--- src/rtl/gshare_predictor.sv ---
// Gshare direction predictor: PC[HIST_BITS+1:2] XOR global history indexes a table of
// saturating counters. Lookup is combinational; training and history advance only at resolve.
module gshare_predictor #(
  parameter int PC_WIDTH  = 64,
  parameter int HIST_BITS = 8,
  parameter int CTR_BITS  = 2
) (
  input  logic                 clk_in,
  input  logic                 rst_in,
  input  logic [PC_WIDTH-1:0]  lookup_pc,
  output logic                 lookup_taken,
  input  logic                 upd_valid,
  input  logic [PC_WIDTH-1:0]  upd_pc,
  input  logic                 upd_pred_taken,
  input  logic                 upd_mispredict,
  output logic [HIST_BITS-1:0] ghr_out,
  output logic [31:0]          stat_branches,
  output logic [31:0]          stat_mispred
);

  localparam int ENTRIES = 1 << HIST_BITS;
  localparam logic [CTR_BITS-1:0] CTR_INIT = CTR_BITS'(1);
  localparam logic [CTR_BITS-1:0] CTR_MAX  = {CTR_BITS{1'b1}};
  localparam logic [CTR_BITS-1:0] CTR_MIN  = '0;

  // The table must be readable in the same cycle it is addressed, so it lives in flops.
  logic [CTR_BITS-1:0]  pht_reg [ENTRIES];
  logic [HIST_BITS-1:0] ghr_reg;
  logic [31:0]          branches_reg;
  logic [31:0]          mispred_reg;

  logic [HIST_BITS-1:0] lookup_idx;
  logic [HIST_BITS-1:0] upd_idx;
  logic                 upd_actual;
  logic [CTR_BITS-1:0]  upd_ctr;
  logic [CTR_BITS-1:0]  ctr_next;

  assign lookup_idx = lookup_pc[HIST_BITS+1:2] ^ ghr_reg;
  assign upd_idx    = upd_pc[HIST_BITS+1:2] ^ ghr_reg;
  assign upd_actual = upd_pred_taken ^ upd_mispredict;
  assign upd_ctr    = pht_reg[upd_idx];

  always_comb begin
    ctr_next = upd_ctr;
    if (upd_actual && upd_ctr != CTR_MAX) begin
      ctr_next = upd_ctr + CTR_BITS'(1);
    end else if (!upd_actual && upd_ctr != CTR_MIN) begin
      ctr_next = upd_ctr - CTR_BITS'(1);
    end
  end

  always_ff @(posedge clk_in) begin
    if (rst_in) begin
      for (int i = 0; i < ENTRIES; i++) begin
        pht_reg[i] <= CTR_INIT;
      end
      ghr_reg      <= '0;
      branches_reg <= '0;
      mispred_reg  <= '0;
    end else if (upd_valid) begin
      pht_reg[upd_idx] <= ctr_next;
      ghr_reg          <= {ghr_reg[HIST_BITS-2:0], upd_actual};
      branches_reg     <= branches_reg + 32'd1;
      mispred_reg      <= mispred_reg + {31'd0, upd_mispredict};
    end
  end

  assign lookup_taken  = pht_reg[lookup_idx][CTR_BITS-1];
  assign ghr_out       = ghr_reg;
  assign stat_branches = branches_reg;
  assign stat_mispred  = mispred_reg;

  // Bits outside the index window (alignment bits and upper PC) do not affect prediction.
  logic unused_pc_bits;
  assign unused_pc_bits = ^{lookup_pc[PC_WIDTH-1:HIST_BITS+2], lookup_pc[1:0],
                            upd_pc[PC_WIDTH-1:HIST_BITS+2], upd_pc[1:0]};

endmodule

--- config.mk ---
export PLATFORM = sky130hd
export DESIGN_NAME = gshare_predictor
export DESIGN_NICKNAME = d
export VERILOG_FILES = /design/src/rtl/gshare_predictor.sv
export SDC_FILE = /design/constraint.sdc
export NUM_CORES = 1
export LEC_CHECK = 0
export CAP_MARGIN = 20
export CORE_MARGIN = 1
export CORE_UTILIZATION = 53
export DETAILED_ROUTE_END_ITERATION = 6
export MAX_ROUTING_LAYER = met4
export PLACE_DENSITY_LB_ADDON = 0.05
export SKIP_CTS_REPAIR_TIMING = 1
export SLEW_MARGIN = 20
export SYNTH_ARGS = -nofsm -noshare
export SYNTH_HDL_FRONTEND = slang
export SYNTH_SLANG_ARGS = --single-unit
--- constraint.sdc ---
create_clock -name clk_in -period 5 [get_ports clk_in]
set_input_delay 1 -clock clk_in [delete_from_list [all_inputs] [get_ports clk_in]]
set_output_delay 1 -clock clk_in [all_outputs]
set_load 0.005 [all_outputs]
==> Yosys cells after proc, flatten, opt, wreduce, memory -nomap -nowiden <==
Memories as Yosys holds them, arrays and structs flattened.
Index checks and enable logic that the tools add are counted.
{ "classes": {"n_addsub": 4, "eq_ne": 1, "mux": 10, "bitwise": 3, "reduce_logical": 5} }
{ "ops": {"columns": ["op", "n"], "rows": [
  ["32-bit by 1-bit adder with 32-bit output", 1],
  ["32-bit by 1-bit adder with 32-bit output (second input constant)", 1],
  ["8-bit bitwise XOR", 2],
  ["8-bit 2-to-1 mux", 1],
  ["1-bit 2-to-1 mux", 6],
  ["2-bit 2-to-1 mux", 3],
  ["2-bit by 1-bit adder with 2-bit output (second input constant)", 1],
  ["1-bit logical AND", 2],
  ["2-bit inequality test (second input constant)", 1],
  ["2-bit nonzero test", 1],
  ["2-bit OR reduction", 1],
  ["2-bit by 1-bit subtractor with 2-bit output (second input constant)", 1],
  ["1-bit zero test", 1],
  ["1-bit bitwise XOR", 1]
]} }
{ "totals": {"ff_bits": 72, "ramBits": 512, "input_bits": 133, "n_memories": 1} }
{ "mem_list": {"columns": ["name", "words", "word_bits", "rd", "rd_clocked_by_memory_dff", "wr", "line", "text"], "rows": [
  ["pht_reg", 256, 2, 2, 0, 256, "27", "logic [CTR_BITS-1:0] pht_reg [ENTRIES];"]
]} }

==> Logic depth before layout (Yosys ltp) <==
An unclocked memory read counts as a cell.
{ "logic_depth": {"depth_word": 7, "depth_mapped": 21} }

==> Least setup slack after synthesis <==
No wires, ideal clock.
{ "synth_path": {"path_kind": "input port to output port", "startpoint": "input port lookup_pc[2]", "endpoint": "output port lookup_taken", "t_arrival_ns": 3.514, "required_time_ns": 4.000, "setup_slack_ns": 0.486, "cell_stages": 8, "cell_sequence": "xnor2_1 > buf_2 > mux4_2 > mux4_2 > a22oi_1 > nand2_1 > a211oi_1 > a21oi_1"} }
{ "synth_via": {"elab_chain_cells": 2} }
{ "synth_lines": {"columns": ["item", "line", "text"], "rows": [
  ["from (decl)", "10", "input logic [PC_WIDTH-1:0] lookup_pc,"],
  ["8-bit bitwise XOR", "38", "assign lookup_idx = lookup_pc[HIST_BITS+1:2] ^ ghr_reg;"],
  ["memory 256 x 2 bit", null, null],
  ["to (decl)", "11", "output logic lookup_taken,"]
]} }
No other way between the ends.

==> results.txt <==
----------------------------------------------------
[Status]
  Run status ... completed

[Min path]
  Hold Startpoint ... stat_branches[13]
  Worst hold stages ... 2
  Hold Path Sink ... stat_branches[13]
  Worst hold-check path type ... reg -> reg

[Synth]
  Fraction of synthesized cell area in xor and xnor cells ... 0.02355
  Count of flip-flops with a built-in enable after synthesis ... 512
  Synth area leaders ... sky130_fd_sc_hd__edfxtp_1 (49%), sky130_fd_sc_hd__mux4_2 (15%), sky130_fd_sc_hd__dfxtp_1 (4.6%), sky130_fd_sc_hd__nand3_1 (4.5%), sky130_fd_sc_hd__nor3_2 (3.8%)
  Combinational family with the most area after synthesis ... simple AND/OR/NAND/NOR gates
  Summed instance area of the synthesized netlist ... 31450 µm²
  Fraction of synthesis flops using an asynchronous set or reset pin ... 0
  Synth Instances ... 2546
  Top cell type's share of synthesized area ... 0.4888
  Fraction of the mapped netlist area in adder cells ... 0.001989
  Most instantiated flip-flop cell in the synthesis netlist ... sky130_fd_sc_hd__edfxtp_1
  Number of unique standard cell types used by synthesis ... between 40 and 50
  Most frequent cells after synthesis ... sky130_fd_sc_hd__edfxtp_1 (512), sky130_fd_sc_hd__nand3_1 (285), sky130_fd_sc_hd__nor2_1 (251), sky130_fd_sc_hd__nand2_1 (225), sky130_fd_sc_hd__mux4_2 (206)
  Cell type with the largest total area after synthesis ... sky130_fd_sc_hd__edfxtp_1
  Share of synthesized cell area in and, or, nand and nor gates ... 0.1893
  Post-synthesis average cell area ... 12.35 µm²
  Seq/Total Area, Yosys ... 0.5346
  Synth Register Bits ... 584
  Post-synthesis mux area share ... 0.1552
  Post-synthesis compound-gate area fraction ... 0.05267
  Syn nets ... 2684
  Number of warning messages in the yosys log ... 0
  Top-count cell post-synth ... sky130_fd_sc_hd__edfxtp_1

[Clock network]
  Number of clock buffers inserted by TritonCTS ... 61
  Clock root buffer ... sky130_fd_sc_hd__clkbuf_16
  Clock transition at the registers of the reported paths ... 0.06 ns
  Sinks on Clock Net ... 584
  Number of buffers on the longest clock path ... 3
  CTS tree ... done
  CTS HTree Levels ... 2
  Latest clock arrival within the worst-skew pair ... 0.64 ns

[Place]
  Placement Setup Slack ... -0.7325 ns
  Hpwl dp ... a little under 70 mm
  Placer's final routability congestion estimate ... 0.9663
  Placed Cells incl. Taps ... 3420
  IO buf count ... a little over 90

[Floorplan]
  Number of placement rows ... 88
  Effective utilization at floorplan ... 0.5410
  Top Ports ... 206
  Die area ... 60320 µm²
  Core Area ... around 58000 µm²
  Die H ... 245.6 µm
  X dimension of the die ... 245.6 µm

[Route]
  Residual DRC count ... 0
  WL final ... about 100 mm
  Mean number of vias per cell ... 6.628
  First-iteration detailed-routing DRC count ... 3109
  First-pass iteration count of the detailed router ... 5
  Via Count ... 23.56k
  Remaining number of nets flagged by the antenna check after routing ... 0
  Average wire per cell in the routed design ... just under 30 µm

[Setup path]
  Number of cells on the worst reg-to-reg path ... 19
  Crit path buf inv count ... 7
  Crit path kind ... in -> reg
  Capture point of the worst reg-to-reg path ... pht_reg[233][0]
  Startpoint kind of the worst setup timing path ... input port
  Crit path top cell by count ... sky130_fd_sc_hd__buf_12
  Maximum cell stage delay along the critical path ... about 0.61 ns
  Launching point of the worst reg2reg path ... ghr_out[0]
  Largest delay share family, worst path ... buffers and inverters
  Worst reg2reg setup slack ... 0.60 ns
  Crit path max-delay cell type ... sky130_fd_sc_hd__clkdlybuf4s50_1
  Crit end category ... flip-flop
  Arrival time of the worst setup path ... 5.25 ns
  Data required, critical path ... 5.36 ns
  Max FO, Critical Path ... 18
  Series of cell instances along the critical path ... clkdlybuf4s50_1 -> xor2_4 -> buf_4 -> buf_12 -> buf_12 -> mux4_2 -> mux2i_1 -> o211ai_1 -> o2111ai_1 -> nor3_1 -> o2111ai_2 -> inv_1 -> ha_1 -> nand3_1 -> a211oi_1 -> o32a_4 -> buf_12 -> buf_12 -> nor3_2

[Layout]
  Flip-flop count of the largest register after layout ... 512
  Fraction of layout cells with a size suffix above 1 ... 0.2800
  Fin nets ... 2876
  Number of diodes ... 0
  Core utilization of the finished layout ... 0.6500
  Area grow syn2layout ... 20.14%
  Final instance count without filler cells ... 3554

[Global route]
  Maximum number of pins on one net before global-route repair ... approximately 110
  First-pass GRT wire length ... 150.4 mm
  Global-route usage over all layers ... 0.3533
  Number of global-route vias before repair ... 22.95k
  Total congestion overflow ... 0
  Initial antenna violation count ... 0

[Timing]
  Worst setup skew after layout ... ~0.018 ns
  Hold violation count in the final report ... 0
  Final worst path period share ... 0.9787
  Number of setup violations in the final report ... 0
  Minimum setup slack in the final design ... 0.1065 ns
  Headroom to the max-slew limit ... 0.2888
  Total negative slack ... 0 ns
  Unrepaired setup endpoints after global routing ... false
  Slew at the pin closest to its max-slew limit ... 1.063 ns
  Max-slew violations ... 0
  Min Tclk post-route ... ~4.9 ns
  Top achievable clock speed ... roughly 0.20 GHz

[Pwr]
  Power Dens Cells ... 339.2 nW/µm²
  Maximum vdd drop ... 327.7 µV
  PnR Total Power ... 12.82 mW
  Static Leak ... around 12 nW

[Job]
  Max Cap Violations ... 0

----------------------------------------------------
worst max-delay path by stage:
stage,from,endpoint,depth (start not counted)
2_1_floorplan,lookup_pc[2],lookup_taken,8
3_3_place_gp,lookup_pc[2],lookup_taken,11
3_5_place_dp,lookup_pc[2],lookup_taken,11
4_1_cts,lookup_pc[2],lookup_taken,11
5_1_grt,upd_pc[3],pht_reg[228][1],20
6_report,upd_pc[3],pht_reg[228][1],19
metrics by stage:
stage / area [µm²] / hold slack [ns]
5_1_grt: 37790 / 0.5282
3_3_place_gp: 35380 / 0.4786
6_report: 37790 / 0.4994
3_5_place_dp: 35380 / 0.4911
4_1_cts: 37410 / 0.5032
2_1_floorplan: 31450 / 0.4828
power by group:
part | total (mW) | switching, mW | internal (mW) | leakage (nW)
Sequential | 5.41 | 0.0512 | 5.36 | 5.03
Combinational | 2.70 | 1.56 | 1.14 | 6.35
Clock | 4.70 | 1.97 | 2.73 | 0.992
logic make-up after synthesis:
logic type | after synthesis
AO/OA/AOI/OAI | 227
XOR/XNOR | 82
adder cells (fa/ha/maj) | 5
buffers and inverters | 283
flip-flops | 584
multiplexers | 230
AND/OR/NAND/NOR | 1135
cell type report:
type	count	area, µm²
inverter	6	22.52
clock buffer	74	1605
sequential	584	16820
multi-input combinational	1679	13630
timing repair buffer	406	4335
fill	4465	20350
clock inverter	40	422.9
tap	765	957.2
per-layer routing:
layer / track usage / wire length (µm) / vias to the layer above
li1: - / - / 9935
met4: 0.1646 / 5709 / 0
met5: - / 0 / -
met1: 0.4557 / 38190 / 11900
met3: 0.06635 / 11330 / 287
met2: 0.5431 / 48450 / 1430
layout by cell type (no fill, tap or decap), types with 37 or more instances in the layout:
master                              n
sky130_fd_sc_hd__dfxtp_1           71
sky130_fd_sc_hd__buf_4            231
sky130_fd_sc_hd__nand2b_1         128
sky130_fd_sc_hd__xor2_1            55
sky130_fd_sc_hd__clkdlybuf4s50_1   89
sky130_fd_sc_hd__edfxtp_1         512
sky130_fd_sc_hd__nor3_1            37
sky130_fd_sc_hd__nor3_2           127
sky130_fd_sc_hd__a21o_1           109
sky130_fd_sc_hd__mux4_2           206
sky130_fd_sc_hd__buf_12            72
sky130_fd_sc_hd__nand3_1          283
sky130_fd_sc_hd__clkbuf_16         65
sky130_fd_sc_hd__nor2_1           239
sky130_fd_sc_hd__nand2_1          225
sky130_fd_sc_hd__nand4_1           39
worst min-delay path, delay by kind of cell (launching register included):
| family | cells | cell delay, ns |
|---|---|---|
| AOI/OAI and AO/OA | 2 | 0.13 |
| DFF | 1 | 0.32 |
Power figures use the tool's default switching activity.
==> RTL change 1 (same flow settings) <==
Set the parameter `HIST_BITS` to 6 (it was 8).
--- a/src/rtl/gshare_predictor.sv
+++ b/src/rtl/gshare_predictor.sv
@@ -2,7 +2,7 @@
 // saturating counters. Lookup is combinational; training and history advance only at resolve.
 module gshare_predictor #(
   parameter int PC_WIDTH  = 64,
-  parameter int HIST_BITS = 8,
+  parameter int HIST_BITS = 6,
   parameter int CTR_BITS  = 2
 ) (
   input  logic                 clk_in,
Interface: changed (resized ghr_out); port bits go from 206 to 204. The function was not compared with the original's and may differ.
==> RTL change 1 against the original RTL <==
- routed wire length decreased by 74%
- non-clock buffer count decreased by 248
- area after synthesis decreased by 67%
- first-iteration DRC count decreased by 72%
- cell area decreased by 67%
- worst setup slack improved by 0.032 ns
- total power decreased by 69%
- critical path type is now in2out
- sequential cell count decreased by 386
- final cell count decreased by 61%
- largest cell class unchanged
==> RTL change 1: results (changes against the original RTL) <==
Placed design
  • Number of port buffers: 87 (-6.5%)
  • Routability Congestion: 0.9513 (-1.6%)
  • Dpl cell area: 11910 µm² (-66%)
  • DP Worst Slack: -0.1954 ns (+0.5371 ns)

Detailed routing
  • Vias: 7919 (-66%)
  • Wire per inst: 19.40 µm (-34%)
  • Drt first-iter violations: 866 (-72%)

Clock tree
  • Clock H-tree levels: 4 (+2)
  • Max Root-Sink Buffers: 2 (-1)

STA
  • Hold slack: 0.5020 ns (+0.002528 ns)
  • Worst Skew: 0.01143 ns (-0.006301 ns)
  • Worst setup margin: 0.1385 ns (+0.03199 ns)

Power
  • Internal: 2.843 mW (-69%)
  • Leakage: 4.258 nW (-66%)

Finish
  • Share of layout cells above drive strength 1: 17.76% (-10 points)

Outcome
  • Status: finished clean

Critical path
  • Max stage delay on crit path: 0.53 ns (-0.08 ns)
  • R2r setup slk: 0.77 ns (+0.17 ns)
  • CP Data Arrival Time: 3.86 ns (-1.39 ns)

Yosys
  • Seq/Total Area, Yosys: 50.85% (-2.6 points)
  • Largest cells by area after synthesis: edfxtp_1 (37%), dfxtp_1 (14%), mux4_2 (6.3%)
  • Syn_nets: 1134 (-58%)
  • Post-synth EDFFs: 128 (-75%)
  • Avg Inst Size Synth: 10.36 µm² (-16%)

Global routing
  • Vias in the first global route: 7516 (-67%)
  • GRT Total Usage: 28.94% (-6.4 points)
  • Largest net degree at the start of global routing: 73 (-36%)
==> RTL change 1: cell count changes in the layout (fill, tap and decap cells not counted), moves of 39 or more <==
| cell | unedited run | this run |
|---|---|---|
| nor3_2 | 127 | 1 |
| buf_4 | 231 | 61 |
| nand3_1 | 283 | 84 |
| nor2_2 | 12 | 51 |
| a21o_1 | 109 | 9 |
| clkbuf_16 | 65 | 18 |
| nand2b_1 | 128 | 57 |
| edfxtp_1 | 512 | 128 |
| nor2_1 | 239 | 98 |
| mux4_2 | 206 | 29 |
| buf_12 | 72 | 11 |
| nand2_1 | 225 | 137 |
==> RTL change 1: power by group through the flow <==
stage / combinational (mW) / clock (mW) / sequential (mW)
3_5_place_dp: 0.808 / 0 / 1.82
6_report: 0.815 / 1.41 / 1.78
4_1_cts: 0.812 / 1.43 / 1.78
3_3_place_gp: 0.809 / 0 / 1.82
2_1_floorplan: 0.486 / 0 / 1.81
5_1_grt: 0.865 / 1.49 / 1.78
==> RTL change 1: layout make-up <==
| cell class | instances | area (µm²) |
|---|---|---|
| fillers | 1559 | 6376 |
| repair buffers | 158 | 1539 |
| flip-flops and latches | 198 | 5245 |
| multi-input cells | 720 | 4777 |
| well taps | 260 | 325.3 |
| inverters | 7 | 26.28 |
| clock inverters | 12 | 136.4 |
| clock buffers | 20 | 467.9 |
==> RTL change 1: worst paths after layout <==
check	startpoint	endpoint	depth (start not counted)
hold / removal	stat_branches[23]	stat_branches[23]	2
setup reg to reg	ghr_out[2]	pht_reg[63][1]	15
hold reg to reg	stat_branches[23]	stat_branches[23]	2
setup / recovery	lookup_pc[2]	lookup_taken	9
==> RTL change 1: kinds of logic (layout without fill, tap and decap cells) <==
family / Yosys count / in the layout / synth area share (%)
AO/OA/AOI/OAI: 85 / 85 / 5.762
XOR/XNOR: 72 / 72 / 6.514
adder cells (fa/ha/maj): 5 / 5 / 0.6065
buffers and inverters: 78 / 197 / 3.627
flip-flops: 198 / 198 / 50.85
multiplexers: 55 / 55 / 8.928
AND/OR/NAND/NOR: 503 / 503 / 23.71
==> RTL change 1: routing by layer <==
layer,wire length [µm],up-vias,global-route usage (%)
met1,11700,3827,39.86
li1,-,3751,-
met5,0,-,-
met3,1983,40,5.231
met2,12420,301,43.46
met4,567,0,9.564
==> RTL change 1: worst max-delay path, delay by kind of cell <==
family | cells | cell delay (ns)
xor+xnor | 1 | 0.26
mux | 2 | 1.03
compound gates | 2 | 0.29
simple gates | 1 | 0.16
buf+inv | 3 | 1.11
==> RTL change 2 (config.mk and constraints unchanged) <==
Made on the original files. Put one more register stage on the output `stat_mispred`, with the module's reset. The value now appears one clock later. The other outputs are not delayed to match.
--- a/src/rtl/gshare_predictor.sv
+++ b/src/rtl/gshare_predictor.sv
@@ -68,7 +68,13 @@
   assign lookup_taken  = pht_reg[lookup_idx][CTR_BITS-1];
   assign ghr_out       = ghr_reg;
   assign stat_branches = branches_reg;
-  assign stat_mispred  = mispred_reg;
+  always_ff @(posedge clk_in) begin
+    if (rst_in) begin
+      stat_mispred <= '0;
+    end else begin
+      stat_mispred <= mispred_reg;
+    end
+  end
 
   // Bits outside the index window (alignment bits and upper PC) do not affect prediction.
   logic unused_pc_bits;
Check against the original RTL: not settled (the Yosys comparison gave no result); the edit may change what the design does.
==> RTL change 2 against the original RTL <==
- clock skew barely moved
- cell area grew 2.4%
- sequential cell count up 32
- total power grew 1.9%
- die area up 3.6%
- core utilization decreased by 1.1 points
- sequential power up 5.4%
- area after synthesis grew 3.6%
- via count increased by 4.7%
- global-route usage shrank 2.3 points
- first-iteration DRC count decreased by 5.1%
- worst setup slack got worse by 0.071 ns
- routed wire length shrank 3.5%
- critical path type is now in2out
- largest power group unchanged
- highest routed layer unchanged
==> RTL change 2: results (changes against the original RTL) <==
Yosys
  • Post-Synth XOR/XNOR Area: 2.192% (-0.16 points)
  • Syn_nets: 2872 (+7.0%)
  • Post-synth cell types: 48 (-2.0%)
  • Yosys top cell area share: 47.18% (-1.7 points)
  • Seq/Total Area, Yosys: 53.57% (+0.10 points)
  • Mux contribution to synthesized area: 15.93% (+0.42 points)
  • Top cell types by occurrence after synthesis: edfxtp_1 (512), nand2_1 (346), nand4_1 (276)

Critical path
  • CP Data Arrival Time: 3.96 ns (-1.29 ns)
  • Reg2reg path depth: 18 (-1)
  • Cell at the slowest stage of the critical path: mux4_2
  • RR Endpoint: pht_reg[52][1]
  • R2r setup slk: 0.33 ns (-0.27 ns)
  • Crit path max-delay family: multiplexers
  • Critical Path Fanout Max: 6 (-12)
  • Max stage delay on crit path: 0.57 ns (-0.04 ns)
  • Crit path capture: lookup_taken

Global routing
  • First-pass GRT wire length: 149800 µm (-0.38%)
  • GR Util met3: 6.216% (-0.42 points)
  • Vias in the first global route: 23840 (+3.9%)
  • Largest net degree at the start of global routing: 109 (-4.4%)

Clock tree
  • CTS buffer count: 69 (+13%)
  • Clock H-tree levels: 3 (+1)

STA
  • Hold slack: 0.4759 ns (-0.02351 ns)
  • Fin crit period: 4.965 ns (+0.07124 ns)
  • Worst-Margin Slew: 1.071 ns (+0.008226 ns)

Min path
  • Hold Crit Endpoint: stat_mispred[30]
  • Worst Hold Launch: mispred_reg[30]

Placed design
  • Hpwl dp: 66520 µm (-4.1%)
  • DP Worst Slack: -1.082 ns (-0.3496 ns)
  • Cells after DPL: 3573 (+4.5%)
  • Routability Congestion: 0.9627 (-0.37%)

Finish
  • Share of layout cells above drive strength 1: 21.78% (-6.2 points)
  • Finished Layout Cells: 3707 (+4.3%)
  • Final net count: 3014 (+4.8%)

Detailed routing
  • Met3 Wirelength: 10380 µm (-8.4%)
  • Wl on met1: 39470 µm (+3.4%)
  • Met2 Routed Length: 46410 µm (-4.2%)
  • Drt first-iter violations: 2951 (-5.1%)
  • Drt first pass iters: 6 (+1)

Power
  • Max VDD drop: 0.2668 mV (-19%)

Outcome
  • Status: finished clean
==> RTL change 2: changes by cell type in the layout (fill, tap and decap cells not counted), sizes merged, moves of 27 or more <==
cell and delta:
nand2 +121, nor3 -156, mux2i +57, a21o -109, nand3 -249, nor2 -140, a21oi +252, dfxtp +32
nand2b +129, o21bai -30, buf -27, nand4 +237, nor2b +31
==> RTL change 2: power breakdown <==
group	switching [mW]	internal, mW
sequential	0.0680	5.63
combinational	1.30	0.949
clock	2.13	2.98
==> RTL change 2: area by class of cell <==
cell class | count | area [µm²] | area share (%)
repair buffers | 377 | 4104 | 10.61
flip-flops and latches | 616 | 17460 | 45.12
inverters | 9 | 33.78 | 0.08731
multi-input cells | 1803 | 13890 | 35.90
well taps | 782 | 978.4 | 2.529
clock buffers | 90 | 1846 | 4.770
clock inverters | 30 | 381.6 | 0.9863
==> RTL change 2: cell families after synthesis <==
family	after synthesis
xor+xnor	76
flops	616
fa+ha+maj	5
buf+inv	315
simple gates	1102
mux	279
compound gates	341
